$ cat config.mk
export PLATFORM = sky130hd
export DESIGN_NAME = bitstream_decoder
export DESIGN_NICKNAME = d
export VERILOG_FILES = /design/src/rtl/bitstream_pkg.sv /design/src/rtl/window_counter.sv /design/src/rtl/bitstream_decoder.sv
export SDC_FILE = /design/constraint.sdc
export NUM_CORES = 1
export LEC_CHECK = 0
export ABC_CLOCK_PERIOD_IN_PS = 1900
export CAP_MARGIN = 20
export CORE_MARGIN = 10
export CORE_UTILIZATION = 54
export DETAILED_ROUTE_END_ITERATION = 6
export PLACE_DENSITY = 0.88
export SLEW_MARGIN = 25
export SYNTH_ARGS = -nofsm -noshare
export SYNTH_HDL_FRONTEND = slang
export SYNTH_HIERARCHICAL = 1
export SYNTH_SLANG_ARGS = --single-unit
$ cat constraint.sdc
create_clock -name clk -period 1.9 [get_ports clk]
set_input_delay 0.38 -clock clk [delete_from_list [all_inputs] [get_ports clk]]
set_output_delay 0.38 -clock clk [all_outputs]
set_load 0.02 [all_outputs]
$ cat src/rtl/bitstream_pkg.sv
// bitstream_pkg: shared types for the stochastic bitstream blocks.
//   decoder_state_t : FSM encoding used by bitstream_decoder.
package bitstream_pkg;

  typedef enum logic [1:0] {
    IDLE  = 2'd0,
    ACCUM = 2'd1,
    VALID = 2'd2
  } decoder_state_t;

endpackage

$ cat src/rtl/window_counter.sv
// window_counter: WIDTH-bit position counter inside a 2^WIDTH-cycle window.
// Ports:
//   clk, n_rst : clock, asynchronous active-low reset
//   clr        : synchronous clear to 0 (wins over en)
//   en         : advance by one; wraps naturally at 2^WIDTH
//   idx        : current position
//   last       : idx == 2^WIDTH - 1 (the edge now sampling the final bit)
module window_counter #(
  parameter int WIDTH = 8
) (
  input  logic             clk,
  input  logic             n_rst,
  input  logic             clr,
  input  logic             en,
  output logic [WIDTH-1:0] idx,
  output logic             last
);

  always_ff @(posedge clk or negedge n_rst) begin
    if (!n_rst) begin
      idx <= '0;
    end else if (clr) begin
      idx <= '0;
    end else if (en) begin
      idx <= idx + 1'b1;
    end
  end

  assign last = (idx == {WIDTH{1'b1}});

endmodule

$ cat src/rtl/bitstream_decoder.sv
// bitstream_decoder: counts the 1s of a unipolar stochastic bitstream over a
// window of N = 2^WIDTH cycles and hands the count off on valid/ready.
// Ports:
//   clk, n_rst : clock, asynchronous active-low reset
//   x          : input bitstream, one bit per cycle
//   start      : request a window (taken in IDLE, or in VALID with a handshake)
//   clear      : synchronous abort to IDLE; value keeps its last result
//   busy       : high while the window is being sampled
//   value      : count of 1s in the last completed window (0..N)
//   valid      : value is new and not yet taken
//   ready      : consumer accepts value
//   dbg_state  : current FSM state (decoder_state_t encoding)
//
// Handshake: value is transferred on every rising edge where valid && ready
// are both high; value and valid hold stable until then, and ready while
// valid is low has no effect.
module bitstream_decoder
  import bitstream_pkg::*;
#(
  parameter int WIDTH = 8
) (
  input  logic             clk,
  input  logic             n_rst,
  input  logic             x,
  input  logic             start,
  input  logic             clear,
  output logic             busy,
  output logic [WIDTH:0]   value,
  output logic             valid,
  input  logic             ready,
  output logic [1:0]       dbg_state
);

  decoder_state_t state;
  logic [WIDTH:0]   ones;
  logic [WIDTH-1:0] idx;
  logic             last;
  logic             take;
  logic             begin_win;
  logic [WIDTH:0]   ones_next;

  assign take      = (state == VALID) && valid && ready;
  assign begin_win = start && ((state == IDLE) || take);
  // Max count is N, which fits in WIDTH+1 bits, so no overflow here.
  assign ones_next = ones + {{WIDTH{1'b0}}, x};
  assign dbg_state = state;

  window_counter #(.WIDTH(WIDTH)) u_window_counter (
    .clk   (clk),
    .n_rst (n_rst),
    .clr   (clear || begin_win),
    .en    (state == ACCUM),
    .idx   (idx),
    .last  (last)
  );

  always_ff @(posedge clk or negedge n_rst) begin
    if (!n_rst) begin
      state <= IDLE;
      ones  <= '0;
      value <= '0;
      valid <= 1'b0;
      busy  <= 1'b0;
    end else if (clear) begin
      // Abort: value intentionally keeps the last completed result.
      state <= IDLE;
      ones  <= '0;
      valid <= 1'b0;
      busy  <= 1'b0;
    end else begin
      case (state)
        IDLE: begin
          if (start) begin
            state <= ACCUM;
            ones  <= '0;
            busy  <= 1'b1;
          end
        end
        ACCUM: begin
          // start is ignored here; the window always runs to completion.
          ones <= ones_next;
          if (last) begin
            value <= ones_next;
            valid <= 1'b1;
            busy  <= 1'b0;
            state <= VALID;
          end
        end
        VALID: begin
          if (take) begin
            valid <= 1'b0;
            if (start) begin
              // Back-to-back window: no IDLE cycle in between.
              state <= ACCUM;
              ones  <= '0;
              busy  <= 1'b1;
            end else begin
              state <= IDLE;
            end
          end
        end
        default: begin
          state <= IDLE;
          busy  <= 1'b0;
          valid <= 1'b0;
        end
      endcase
    end
  end

endmodule

==> out/metrics.csv, run 1 <==
metric,value,unit
most frequent cells in the layout,"dfrtp_1, a21oi_1, nor2_1",
share of layout cells above drive strength 1,0.143,
IO Port Bufs,18,
clk sink count,30,
TritonCTS clock tree,built,
CP bufs+invs,1,
crit end category,primary output,
CP Data Required Time,1.52,ns
vias in the first global route,1227,
Post-synth ARST share,1.00,
Final Skew,0.0174,ns
post-synthesis area per instance,10.2,um2
Vias/cell,5.70,
top post-synthesis cells by area,"dfrtp_1, a21oi_1, nor2_1",
Placed Instances,197,
Post-Syn Nets,156,
first-pass GRT wire length,5390,um
"most common cell after layout, fill and taps aside",dfrtp_1,
Worst slew margin,0.751,
switching share of power,0.245,
Die Area,5260,um2
yosys warns,6,
worst vdd ir,0.785,mV
status,finished clean,
internal power,865,uW
final WL,3050,um
Clk network pwr share,0.349,
gr usage total,0.128,
die span in x,72.5,um
remaining antenna violation count,0,
CP Launch Type,flip-flop,
CP peak stage delay,0.64,ns
Ant. Diodes,0,
kind of critical path,flip-flop to primary output,
fin cells,205,
Comb pwr share,0.080,
DPL Wire Length,2240,um
Max H-tree Level,2,
Max Cap Viol,0,
clock buffer depth,2,
drt pass-1 iters,4,
Fmax achieved,575,MHz
clock transition at the registers of the reported paths,0.10,ns
gpl congestion,0.765,
Die Ht,72.5,um
Yosys reg bits,30,
"Hold Vio Cnt, Final",0,
worst path cell trace,clkdlybuf4s50_1,
Tcrit/Tclk final,0.916,
Final Cell Area,1800,um2
Top delay family on crit path,buffers and inverters,
Initial Util,0.586,
share of the synthesized area in the top cell type,0.504,
Worst Tran Pin Value,0.374,ns
Placeable Area,2540,um2
Sequential Power Share,0.570,
count of pins over their slew limit,0,
Worst-Skew Late Latency,0.33,ns
top cell type by total area after synthesis,dfrtp_1,
Post-synth EDFFs,0,
hold_buf cts,0,
total power,1150,uW
RSZ-0062 raised after global routing,false,
"Seq/Total Area, Yosys",0.504,
CP max stage cell,clkdlybuf4s50_1,
CTS Root Cell,clkbuf_4,
Crit path arrival time,1.36,ns
power density over cell area,636,nW/um2
initial antenna violation count,0,
DRT iter0 DRCs,34,
Leakage,0.000842,uW
Yosys cell types,37,
DR DRC count,0,
Core Rows,18,
Synth Instances,146,
Post-Syn Area,1490,um2
Final min period,1.74,ns
drt wl/cell,14.9,um
Sw Pwr,281,uW
DP Area,1740,um2
crit path max fanout,2,
ys flop type,dfrtp_1,
Final Setup Violations,0,
I/O pins,19,
nets@finish,184,
largest net degree at the start of global routing,31,
vias,1169,
Overflow after GRT,0,
Num CTS Buffers,5,
Synth-to-Final Area Change,20.9,%
HP Class,primary input to asynchronous set/reset pin,
==> per-stage QoR <==
step	utilization	setup WS [ns]	hold slack (ns)	setup TNS, ns
after global placement	0.682	-0.0824	0.492	-0.0870
after floorplan	-	0.298	0.0844	0
after detailed placement	0.682	-0.124	0.507	-0.226
after CTS	0.706	0.0155	0.429	0
after global routing	0.708	0.103	0.451	0
final	0.708	0.159	0.420	0
==> timing repair <==
action                                 in CTS  in global routing
setup endpoints to repair                   0                  2
endpoints found under the hold margin       0                  0
buffers inserted                            0                  0
resized for setup                           0                  2
==> kinds of logic (layout without fill, tap and decap cells) <==
kind of cell / count (synthesis) / in the layout / synth area share
DFF: 30 / 30 / 0.504
buffers and inverters: 10 / 39 / 0.0411
adders and majority gates: 4 / 4 / 0.0336
AOI/OAI and AO/OA: 37 / 37 / 0.153
xor gates and xnor gates: 10 / 10 / 0.0588
and+or+nand+nor: 52 / 52 / 0.188
muxes: 3 / 3 / 0.0218
==> area by class of cell <==
type	instances	area [um2]
Sequential cell	30	751
Fill cell	191	743
Multi-Input combinational cell	106	678
Timing Repair Buffer	29	268
Clock buffer	7	55.1
Tap cell	30	37.5
Inverter	2	7.51
Clock inverter	1	5.00
==> power by group through the flow <==
stage               combinational, uW  clock [uW]  sequential [uW]
CTS                              93.8         406              654
global placement                 90.6           0              666
global route                      103         441              655
detailed placement               93.2           0              666
floorplan                        48.0           0              667
finish                           92.0         401              654
==> cell usage after synthesis, types with 2 or more instances <==
library cell,count
mux2_2,2
xor2_1,7
nand2_1,8
xnor2_1,3
o31ai_1,2
inv_1,2
o21ai_0,9
nand4_1,2
and3_1,2
ha_1,4
or3_1,4
buf_4,4
nand3_1,6
nand2b_1,4
dfrtp_1,30
nor2_1,18
a21oi_1,18
a22o_1,2
==> flip-flops by register name (all words and copies together) (netlist names) <==
register	count
value	9
ones	9
u_window_counter/idx	8
busy	1
valid	1
dbg_state	2
==> metal layers <==
layer / GRT usage / share of wire / vias up
li1: - / - / 568
met1: 0.148 / 0.45 / 555
met2: 0.198 / 0.46 / 37
met3: 0.0476 / 0.064 / 9
met4: 0.0717 / 0.029 / 0
met5: 0 / 0 / -
==> final timing paths <==
path	startpoint	end	slack (ns)	depth (start not counted)
max	value[4]	value[4]	0.16	1
min	n_rst	ones[8]	0.42	2
max reg2reg	dbg_state[0]	u_window_counter/idx[5]	0.26	5
min reg2reg	value[1]	value[1]	0.51	1
max in group asynchronous	n_rst	value[1]	1.20	2
min in group clk	value[1]	value[1]	0.51	1
Power figures use the tool's default switching activity.
==> run 2, diff against run 1 <==
--- a/config.mk
+++ b/config.mk
@@ -11,7 +11,6 @@
 export CORE_UTILIZATION = 54
 export DETAILED_ROUTE_END_ITERATION = 6
 export PLACE_DENSITY = 0.88
-export SLEW_MARGIN = 25
 export SYNTH_ARGS = -nofsm -noshare
 export SYNTH_HDL_FRONTEND = slang
 export SYNTH_HIERARCHICAL = 1
==> results of run 2 <==
Same layout as run 1: the final DEF is identical, and so are final timing and power.
==> run 3, diff against run 2 <==
--- a/config.mk
+++ b/config.mk
@@ -7,10 +7,10 @@
 export LEC_CHECK = 0
 export ABC_CLOCK_PERIOD_IN_PS = 1900
 export CAP_MARGIN = 20
-export CORE_MARGIN = 10
 export CORE_UTILIZATION = 54
 export DETAILED_ROUTE_END_ITERATION = 6
-export PLACE_DENSITY = 0.88
+export GPL_ROUTABILITY_DRIVEN = 0
+export PLACE_DENSITY = 0.87
 export SYNTH_ARGS = -nofsm -noshare
 export SYNTH_HDL_FRONTEND = slang
 export SYNTH_HIERARCHICAL = 1
==> out/metrics.csv, run 3 (synthesis results as in run 1) <==
metric,value,unit,change
status,finished clean,,unchanged
HP Class,primary input to asynchronous set/reset pin,,unchanged
clock transition at the registers of the reported paths,0.09,ns,was 0.10 ns
Sw Pwr,260,uW,was 281 uW
Core Rows,18,,unchanged
"Hold Vio Cnt, Final",0,,unchanged
DPL Wire Length,2150,um,was 2240 um
reg-to-reg endpoint,value[0],,was u_window_counter/idx[5]
RSZ-0062 raised after global routing,false,,unchanged
Leakage,0.000804,uW,was 0.000842 uW
Final Cell Area,1790,um2,was 1800 um2
worst vdd ir,0.528,mV,was 0.785 mV
nets@finish,185,,was 184
die span in x,54.5,um,was 72.5 um
remaining antenna violation count,0,,unchanged
DP Area,1740,um2,about the same
drt wl/cell,14.2,um,was 14.9 um
final WL,2900,um,was 3050 um
share of layout cells above drive strength 1,0.143,,unchanged
worst path cell trace,clkdlybuf4s50_1,,unchanged
clock buffer depth,2,,unchanged
DRT iter0 DRCs,9,,was 34
IO Port Bufs,18,,unchanged
switching share of power,0.239,,was 0.245
internal power,826,uW,was 865 uW
Crit path arrival time,1.46,ns,was 1.36 ns
Overflow after GRT,0,,unchanged
clk sink count,30,,unchanged
Die Ht,54.5,um,was 72.5 um
Synth-to-Final Area Change,20.2,%,was 20.9%
biggest regs,"ones x9, value x9, u_window_counter/idx x8",,unchanged
register area,752,um2,was 751 um2
Vias/cell,5.61,,was 5.70
Final Setup Violations,0,,unchanged
DR DRC count,0,,unchanged
Top delay family on crit path,buffers and inverters,,unchanged
Num CTS Buffers,5,,unchanged
CP max stage cell,clkdlybuf4s50_1,,unchanged
Tcrit/Tclk final,0.968,,was 0.916
count of pins over their slew limit,0,,unchanged
Final Skew,0.00568,ns,was 0.0174 ns
worst reg2reg startpoint,u_window_counter/idx[0],,was dbg_state[0]
CP bufs+invs,1,,unchanged
"most common cell after layout, fill and taps aside",dfrtp_1,,unchanged
initial antenna violation count,0,,unchanged
Max H-tree Level,2,,unchanged
gr usage total,0.240,,was 0.128
Worst Tran Pin Value,0.374,ns,about the same
fin cells,205,,unchanged
Fmax achieved,544,MHz,was 575 MHz
GRT met2 Usage,0.390,,was 0.198
drt pass-1 iters,4,,unchanged
kind of critical path,flip-flop to primary output,,unchanged
CTS Root Cell,clkbuf_4,,unchanged
CP Data Required Time,1.52,ns,about the same
first-pass GRT wire length,4740,um,was 5390 um
global route hottest layer,met2,,unchanged
CP Launch Type,flip-flop,,unchanged
met3 Track Usage GR,0.0861,,was 0.0476
Worst slew margin,0.751,,about the same
Worst-Skew Late Latency,0.33,ns,about the same
Placed Instances,198,,was 197
crit path max fanout,8,,was 2
area of the multi-input gates,678,um2,unchanged
power density over cell area,606,nW/um2,was 636 nW/um2
Final min period,1.84,ns,was 1.74 ns
Initial Util,0.586,,unchanged
vias,1151,,was 1169
largest net degree at the start of global routing,31,,unchanged
Die Area,2970,um2,was 5260 um2
I/O pins,19,,unchanged
reg2reg path depth,5,,unchanged
Placeable Area,2540,um2,unchanged
crit end category,primary output,,unchanged
total power,1090,uW,was 1150 uW
vias in the first global route,1129,,was 1227
Max Cap Viol,0,,unchanged
Comb pwr share,0.085,,was 0.080
Sequential Power Share,0.602,,was 0.570
CP peak stage delay,0.65,ns,was 0.64 ns
Clk network pwr share,0.312,,was 0.349
TritonCTS clock tree,built,,unchanged
met1 GRT Util,0.277,,was 0.148
fillers,203,,was 191
flop2flop setup slack,0.29,ns,was 0.26 ns
Worst Setup SP,dbg_state[1],,was value[4]
most frequent cells in the layout,"dfrtp_1, a21oi_1, nor2_1, clkdlybuf4s50_1, buf_4",,"was dfrtp_1, a21oi_1, nor2_1"
Ant. Diodes,0,,unchanged
run 3: cell types whose count changed in the layout (fill, tap and decap cells not counted):
cell	previous run	this run
clkdlybuf4s50_1	16	18
dfrtp_2	0	1
buf_4	11	12
dfrtp_1	30	29
clkbuf_1	1	2
clkbuf_8	1	0
dlymetal6s2s_1	2	0
clkinv_2	1	0
run 3: layout make-up:
type | instances | area share
Sequential cell | 30 | 0.420
Multi-Input combinational cell | 106 | 0.379
Tap cell | 30 | 0.0210
Clock buffer | 7 | 0.0252
Inverter | 2 | 0.00419
Timing Repair Buffer | 30 | 0.151
run 3: routing by layer:
layer | part of all wire | up-vias | wire length [um]
li1 | - | 568 | -
met1 | 0.43 | 554 | 1250
met2 | 0.50 | 24 | 1470
met3 | 0.044 | 5 | 127
met4 | 0.019 | 0 | 55
met5 | 0 | - | 0
run 3: repair_timing:
action,4_1_cts,5_1_grt
hold buffers,0,0
endpoints found under the setup margin,0,1
setup buffers,0,0
resized for setup,0,1
run 3: power groups by stage:
stage	clock, uW	combinational (uW)	sequential, uW
global route	379	102	655
detailed placement	0	93.7	666
finish	339	92.6	654
CTS	356	94.0	654
global placement	0	90.7	666
floorplan	0	48.0	667
run 3: worst max-delay path by stage:
stage / depth (start not counted) / endpoint
finish: 1 / dbg_state[1]
global route: 1 / dbg_state[1]
CTS: 1 / dbg_state[0]
detailed placement: 7 / ones[8]
global placement: 7 / ones[8]
floorplan: 6 / u_window_counter/idx[5]
run 3: metrics by stage:
step / utilization / setup slack (ns) / hold slack, ns / TNS, ns
6_report: 0.704 / 0.0602 / 0.428 / 0
5_1_grt: 0.704 / 0.0112 / 0.485 / 0
4_1_cts: 0.703 / 0.0123 / 0.423 / 0
3_5_place_dp: 0.685 / -0.185 / 0.504 / -0.363
3_3_place_gp: 0.685 / -0.118 / 0.491 / -0.181
2_1_floorplan: - / 0.298 / 0.0844 / 0
